$ cat config.mk
export PLATFORM = sky130hd
export DESIGN_NAME = risc_core_mc
export DESIGN_NICKNAME = d
export VERILOG_FILES = /design/src/rtl/risc_core_mc.sv
export SDC_FILE = /design/constraint.sdc
export NUM_CORES = 1
export LEC_CHECK = 0
export ABC_AREA = 0
export CAP_MARGIN = 20
export CELL_PAD_IN_SITES_DETAIL_PLACEMENT = 2
export CELL_PAD_IN_SITES_GLOBAL_PLACEMENT = 2
export CORE_AREA = 5 5 230 232
export DETAILED_ROUTE_END_ITERATION = 16
export DIE_AREA = 0 0 235 237
export GPL_ROUTABILITY_DRIVEN = 1
export PLACE_DENSITY_LB_ADDON = 0.1
export SYNTH_ARGS = -nofsm -noshare
export SYNTH_HDL_FRONTEND = slang
export SYNTH_SLANG_ARGS = --single-unit
$ cat constraint.sdc
create_clock -name clk -period 16 [get_ports clk]
set_input_delay 4 -clock clk [delete_from_list [all_inputs] [get_ports clk]]
set_output_delay 4 -clock clk [all_outputs]
set_load 0.01 [all_outputs]
$ cat src/rtl/risc_core_mc.sv
// risc_core_mc: parametrised multi-cycle microcontroller core.
// Instructions arrive over a valid/ready handshake. Each one is latched in IDLE,
// executed in EXEC, and DIV/MOD then iterate a restoring divider in the DIV state.
// Ports:
//   clk, reset (async, active-high)
//   instr/instr_valid/instr_ready : instruction handshake {op, rd, rs1, imm}
//   result/result_valid           : last produced value and its one-cycle strobe
//   zero/carry/neg_flag           : flags of the last flag-updating op
//   div_busy, div_by_zero         : divider iterating, sticky divide-by-zero
//   dbg_addr/dbg_data             : combinational register-file peek
module risc_core_mc #(
    parameter int unsigned DATA_W = 16,
    parameter int unsigned NREGS  = 4,
    parameter int unsigned IMM_W  = 8,
    localparam int unsigned RAW     = $clog2(NREGS),
    localparam int unsigned INSTR_W = 4 + 2*RAW + IMM_W
) (
    input  logic               clk,
    input  logic               reset,
    input  logic [INSTR_W-1:0] instr,
    input  logic               instr_valid,
    output logic               instr_ready,
    output logic [DATA_W-1:0]  result,
    output logic               result_valid,
    output logic               zero_flag,
    output logic               carry_flag,
    output logic               neg_flag,
    output logic               div_busy,
    output logic               div_by_zero,
    input  logic [RAW-1:0]     dbg_addr,
    output logic [DATA_W-1:0]  dbg_data
);
    localparam int unsigned SHW = $clog2(DATA_W);
    localparam int unsigned CW  = $clog2(DATA_W + 1);
    localparam int unsigned PW  = 2 * DATA_W;

    localparam logic [3:0] OP_ADD  = 4'h1, OP_SUB = 4'h2, OP_AND = 4'h3, OP_OR  = 4'h4;
    localparam logic [3:0] OP_XOR  = 4'h5, OP_SHL = 4'h6, OP_SHR = 4'h7, OP_ADDI = 4'h8;
    localparam logic [3:0] OP_LDI  = 4'h9, OP_MUL = 4'hA, OP_DIV = 4'hB, OP_MOD = 4'hC;
    localparam logic [3:0] OP_CMP  = 4'hD, OP_OUT = 4'hE;

    typedef enum logic [1:0] {IDLE, EXEC, DIV} state_t;

    state_t              state, state_d;
    logic [INSTR_W-1:0]  ir;
    logic [DATA_W-1:0]   regs [NREGS];

    // Decoded fields of the latched instruction
    logic [3:0]          op;
    logic [RAW-1:0]      rd, rs1, rs2;
    logic [IMM_W-1:0]    imm;
    logic [DATA_W-1:0]   a, b, imm_ext;
    logic [SHW-1:0]      shamt;
    logic [PW-1:0]       prod;

    assign op      = ir[INSTR_W-1 -: 4];
    assign rd      = ir[IMM_W+RAW +: RAW];
    assign rs1     = ir[IMM_W +: RAW];
    assign imm     = ir[IMM_W-1:0];
    assign rs2     = imm[RAW-1:0];
    assign a       = regs[rs1];
    assign b       = regs[rs2];
    assign imm_ext = DATA_W'(imm);
    assign shamt   = b[SHW-1:0];
    assign prod    = PW'(a) * PW'(b);

    assign instr_ready = (state == IDLE);
    assign div_busy    = (state == DIV);
    assign dbg_data    = regs[dbg_addr];

    // Restoring divider: dividend shifts out of quo into rem, quotient bits shift in
    logic [DATA_W-1:0]   div_rem, div_quo, div_dvs;
    logic [CW-1:0]       div_cnt;
    logic [DATA_W:0]     rem_sh, rem_sub;
    logic                q_bit, div_last;
    logic [DATA_W-1:0]   rem_nx, quo_nx;

    assign rem_sh   = {div_rem, div_quo[DATA_W-1]};
    assign rem_sub  = rem_sh - {1'b0, div_dvs};
    assign q_bit    = ~rem_sub[DATA_W];
    assign rem_nx   = q_bit ? rem_sub[DATA_W-1:0] : rem_sh[DATA_W-1:0];
    assign quo_nx   = {div_quo[DATA_W-2:0], q_bit};
    assign div_last = (div_cnt == CW'(DATA_W - 1));

    // Control and ALU
    logic                ir_load, wr_en, flag_en, res_en, div_load, dbz_set, alu_c;
    logic [DATA_W-1:0]   alu_res;

    always_comb begin
        state_d  = state;
        ir_load  = 1'b0;
        wr_en    = 1'b0;
        flag_en  = 1'b0;
        res_en   = 1'b0;
        div_load = 1'b0;
        dbz_set  = 1'b0;
        alu_c    = 1'b0;
        alu_res  = '0;
        case (state)
            IDLE: begin
                if (instr_valid) begin
                    ir_load = 1'b1;
                    state_d = EXEC;
                end
            end
            EXEC: begin
                state_d = IDLE;
                {wr_en, flag_en, res_en} = 3'b111;
                case (op)
                    OP_ADD:  {alu_c, alu_res} = {1'b0, a} + {1'b0, b};
                    OP_SUB:  {alu_c, alu_res} = {1'b0, a} - {1'b0, b};
                    OP_AND:  alu_res = a & b;
                    OP_OR:   alu_res = a | b;
                    OP_XOR:  alu_res = a ^ b;
                    OP_SHL:  {alu_c, alu_res} = {1'b0, a} << shamt;
                    OP_SHR:  {alu_res, alu_c} = {a, 1'b0} >> shamt;
                    OP_ADDI: {alu_c, alu_res} = {1'b0, a} + {1'b0, imm_ext};
                    OP_LDI: begin
                        alu_res = imm_ext;
                        flag_en = 1'b0;
                    end
                    OP_MUL: begin
                        alu_res = prod[DATA_W-1:0];
                        alu_c   = |prod[PW-1:DATA_W];
                    end
                    OP_DIV, OP_MOD: begin
                        if (b == '0) begin
                            alu_res = (op == OP_DIV) ? '1 : a;
                            dbz_set = 1'b1;
                        end else begin
                            {wr_en, flag_en, res_en} = 3'b000;
                            div_load = 1'b1;
                            state_d  = DIV;
                        end
                    end
                    OP_CMP: begin
                        {alu_c, alu_res} = {1'b0, a} - {1'b0, b};
                        wr_en = 1'b0;
                    end
                    OP_OUT: begin
                        alu_res = a;
                        {wr_en, flag_en} = 2'b00;
                    end
                    default: {wr_en, flag_en, res_en} = 3'b000;
                endcase
            end
            DIV: begin
                if (div_last) begin
                    state_d = IDLE;
                    alu_res = (op == OP_DIV) ? quo_nx : rem_nx;
                    {wr_en, flag_en, res_en} = 3'b111;
                end
            end
            default: state_d = IDLE;
        endcase
    end

    // State register
    always_ff @(posedge clk or posedge reset) begin
        if (reset) state <= IDLE;
        else       state <= state_d;
    end

    // Instruction latch, register file, result and flags
    always_ff @(posedge clk or posedge reset) begin
        if (reset) begin
            ir           <= '0;
            result       <= '0;
            result_valid <= 1'b0;
            zero_flag    <= 1'b0;
            carry_flag   <= 1'b0;
            neg_flag     <= 1'b0;
            div_by_zero  <= 1'b0;
            for (int k = 0; k < NREGS; k++) regs[k] <= '0;
        end else begin
            result_valid <= res_en;
            if (ir_load) ir <= instr;
            if (wr_en)   regs[rd] <= alu_res;
            if (res_en)  result <= alu_res;
            if (flag_en) begin
                zero_flag  <= (alu_res == '0);
                carry_flag <= alu_c;
                neg_flag   <= alu_res[DATA_W-1];
            end
            if (dbz_set) div_by_zero <= 1'b1;
        end
    end

    // Divider datapath
    always_ff @(posedge clk or posedge reset) begin
        if (reset) begin
            div_rem <= '0;
            div_quo <= '0;
            div_dvs <= '0;
            div_cnt <= '0;
        end else if (div_load) begin
            div_rem <= '0;
            div_quo <= a;
            div_dvs <= b;
            div_cnt <= '0;
        end else if (state == DIV) begin
            div_rem <= rem_nx;
            div_quo <= quo_nx;
            div_cnt <= div_cnt + CW'(1);
        end
    end
endmodule

==> results.json <==
{
  "status": "finished clean",
  "start_util": 0.4343,
  "multi_input_area_mm2": 0.01636,
  "slowest_stage": "o31ai_1",
  "postCtsHoldBufs": 0,
  "r2r_cells": 27,
  "yosys-top-cells-area": "fa_1 18%, dfrtp_1 18%, ha_1 10%, nand2_1 4.9%, mux2_2 4.9%",
  "critical_path_class": "reg2reg",
  "synth_edf_count": 0,
  "routabilityCongestion": 0.9858,
  "fin_setup_tns_ps": 0,
  "grt_max_degree": 91,
  "netlist_top_cells_count": "288 x nand2_1, 279 x inv_1, 243 x nor2_1, 198 x fa_1, 182 x ha_1",
  "clkSinkCount": 156,
  "die_area_mm2": 0.05570,
  "ant_nets": 0,
  "crit_top_cell": "fa_1",
  "netlist_area_mm2": 0.02206,
  "num-nets-final": 2913,
  "clockPowerShare": 0.085,
  "finalHoldViolCount": 0,
  "synth_area_per_cell_um2": 8.756,
  "worst-path-buf-inv": 6,
  "clock_path_buffers": 2,
  "antenna_found_initial": 1,
  "clockRootBuffer": "clkbuf_16",
  "die_h_um": 237,
  "grt_use_total": 0.3667,
  "netlist.area_leader.share": 0.1797,
  "pwr-share-comb": 0.778,
  "synth_cells": 2519,
  "dr.pass1.iters": 6,
  "numCtsBuffers": 17,
  "ir_drop_uv": 118.3,
  "p_int_w": 0.002055,
  "path_depth": 27,
  "fin_crit_ps": 10370,
  "fmax_mhz": 96.44,
  "synthArstFlopShare": 1.000,
  "setup_viol": 0,
  "required_ps": 16280,
  "yosysWarnings": 0,
  "ys.flop_type": "dfrtp_1",
  "placeableCoreArea_mm2": 0.05078,
  "cts_resized": 0,
  "drive_gt1_frac": 0.1057,
  "total_leakage_power_nw": 10.49,
  "hpwlAfterDp_um": 76630,
  "viasPerCell": 6.480,
  "routedWlPerCell_um": 32.60,
  "worstMarginPinSlew_ps": 1225,
  "ys_types": 93,
  "max_cap_viol_count": 0,
  "regArea_mm2": 0.003904,
  "slew_headroom": 0.1764,
  "cts_max_level": 4,
  "r2r_slack_ps": 5630,
  "dieWidth_um": 235,
  "cts_setup_buffers": 0,
  "p_switching_w": 0.003111,
  "fin_util": 0.4714,
  "hold-worst-slack_ps": 502.2,
  "endpoint_kind": "flop",
  "drc": 0,
  "yosysTopAreaCell": "fa_1",
  "worstHoldPathCells": 1,
  "finalCritPeriodShare": 0.6481,
  "port_buffers": 59,
  "clkTransAtPathRegs_ps": 90,
  "ys_ff_latch": 156,
  "fin_worst_skew_ps": 18.70,
  "critPathArrivalTime_ps": 10650,
  "yosysSeqAreaShare": 0.1770,
  "yosysMostFrequentCell": "nand2_1",
  "place_inst": 3167,
  "clk_latency_ps": 460,
  "overflow": 0,
  "hold_class": "reg2reg",
  "crit_family": "adder cells",
  "areaGrowthSynthToFinish_pct": 8.532,
  "grt_pass1_wl_um": 154700,
  "fin_cells": 3207,
  "seqPwrFrac": 0.137,
  "io_pins": 60,
  "wl_um": 104500,
  "rsz0062_at_grt": "false",
  "powerDensity_mw_per_mm2": 215.8,
  "p_sw_frac": 0.6022,
  "cp-start-kind": "flop",
  "drt_iter0_drc": 1823,
  "max_stage_delay_ps": 1010,
  "synth_nets": 2920,
  "cts_tree": "done",
  "grt_pass1_vias": 22970,
  "rows": 83,
  "drv_slew": 0,
  "via_count": 20780,
  "cp_max_fo": 32,
  "fillCellCount": 5470
}
## layer usage
metal	share of wire	GRT usage	routed length, µm	vias to the layer above
li1	-	-	-	8645
met1	0.42	0.4958	43620	10950
met2	0.46	0.5950	48410	944
met3	0.070	0.05171	7318	247
met4	0.050	0.1513	5178	0
met5	0	0	0	-
## final cells by class
class,count,share of cell area
Clock inverter,14,0.007213
Clock buffer,18,0.01793
Multi-Input combinational cell,1919,0.6836
Antenna cell,2,0.0002091
Timing Repair Buffer,119,0.04526
Sequential cell,156,0.1631
Tap cell,680,0.03554
Inverter,299,0.04715
## sequential cells by signal, summed over array words and instances, names as in the netlist
| signal | flops |
|---|---|
| div_dvs | 16 |
| div_quo | 16 |
| div_by_zero | 1 |
| ir | 16 |
| div_rem | 16 |
| carry_flag | 1 |
| state | 2 |
| neg_flag | 1 |
| zero_flag | 1 |
| div_cnt | 5 |
| result_valid | 1 |
| result | 16 |
| regs | 64 |
## power groups by stage
stage | logic [W] | registers (W) | clock network (W)
6_report | 0.00402 | 0.000709 | 0.000439
5_1_grt | 0.00421 | 0.000718 | 0.000459
4_1_cts | 0.00390 | 0.000700 | 0.000441
3_5_place_dp | 0.00383 | 0.000695 | 0
3_3_place_gp | 0.00365 | 0.000678 | 0
2_1_floorplan | 0.00243 | 0.000622 | 0
## cells in the final DEF, fill, tap and decap left out, drive strengths merged, types with 19 or more instances in the layout
cell type      synthesis  layout
inv                  288     296
nand2b                20      20
nand3                 36      36
mux2i                 98      98
mux4                  32      32
a211oi                39      39
clkdlybuf4s50          0      59
fa                   198     198
ha                   182     182
buf                   58      59
mux2                  99      99
a21oi                105     105
dfrtp                156     156
nor2                 243     243
nor3                  41      41
a21o                  44      44
xnor2                 46      46
nand2                288     288
o21ai                136     136
o22ai                 29      29
clkbuf                87      19
## worst register-to-register path: cells and delay by family, from the launching register on
| kind | cells | cell delay (ps) |
|---|---|---|
| adder cells (fa/ha/maj) | 8 | 3970 |
| AND/OR/NAND/NOR | 4 | 1380 |
| multiplexers | 2 | 870 |
| AO/OA/AOI/OAI | 7 | 2310 |
| flip-flops | 1 | 350 |
| buffers and inverters | 6 | 1320 |
## metrics by stage
stage,worst slack [ps],area [µm²],power [W]
floorplan,6475,22060,0.003050
global placement,5650,23240,0.004326
detailed placement,5550,23240,0.004525
CTS,5515,23840,0.005037
global route,5407,23930,0.005385
finish,5631,23940,0.005166
## logic make-up after synthesis
logic type,after synthesis,synth area share
mux,229,0.1292
simple gates,713,0.1399
fa+ha+maj,380,0.2830
buf+inv,444,0.08254
xor+xnor,61,0.02422
compound gates,536,0.1642
flops,156,0.1770
## final timing paths
| kind | startpoint | end |
|---|---|---|
| worst max-delay path | ir[1]$_DFFE_PP0P_ | carry_flag$_DFFE_PP0P_ |
| worst min-delay path | result[3]$_DFFE_PP0P_ | result[3]$_DFFE_PP0P_ |
| worst max register to register | ir[1]$_DFFE_PP0P_ | carry_flag$_DFFE_PP0P_ |
| worst min register to register | result[3]$_DFFE_PP0P_ | result[3]$_DFFE_PP0P_ |
| max in group asynchronous | reset | div_rem[13]$_DFFE_PP0P_ |
| min in group asynchronous | reset | result[10]$_DFFE_PP0P_ |
(Power assumes the default switching activity.)
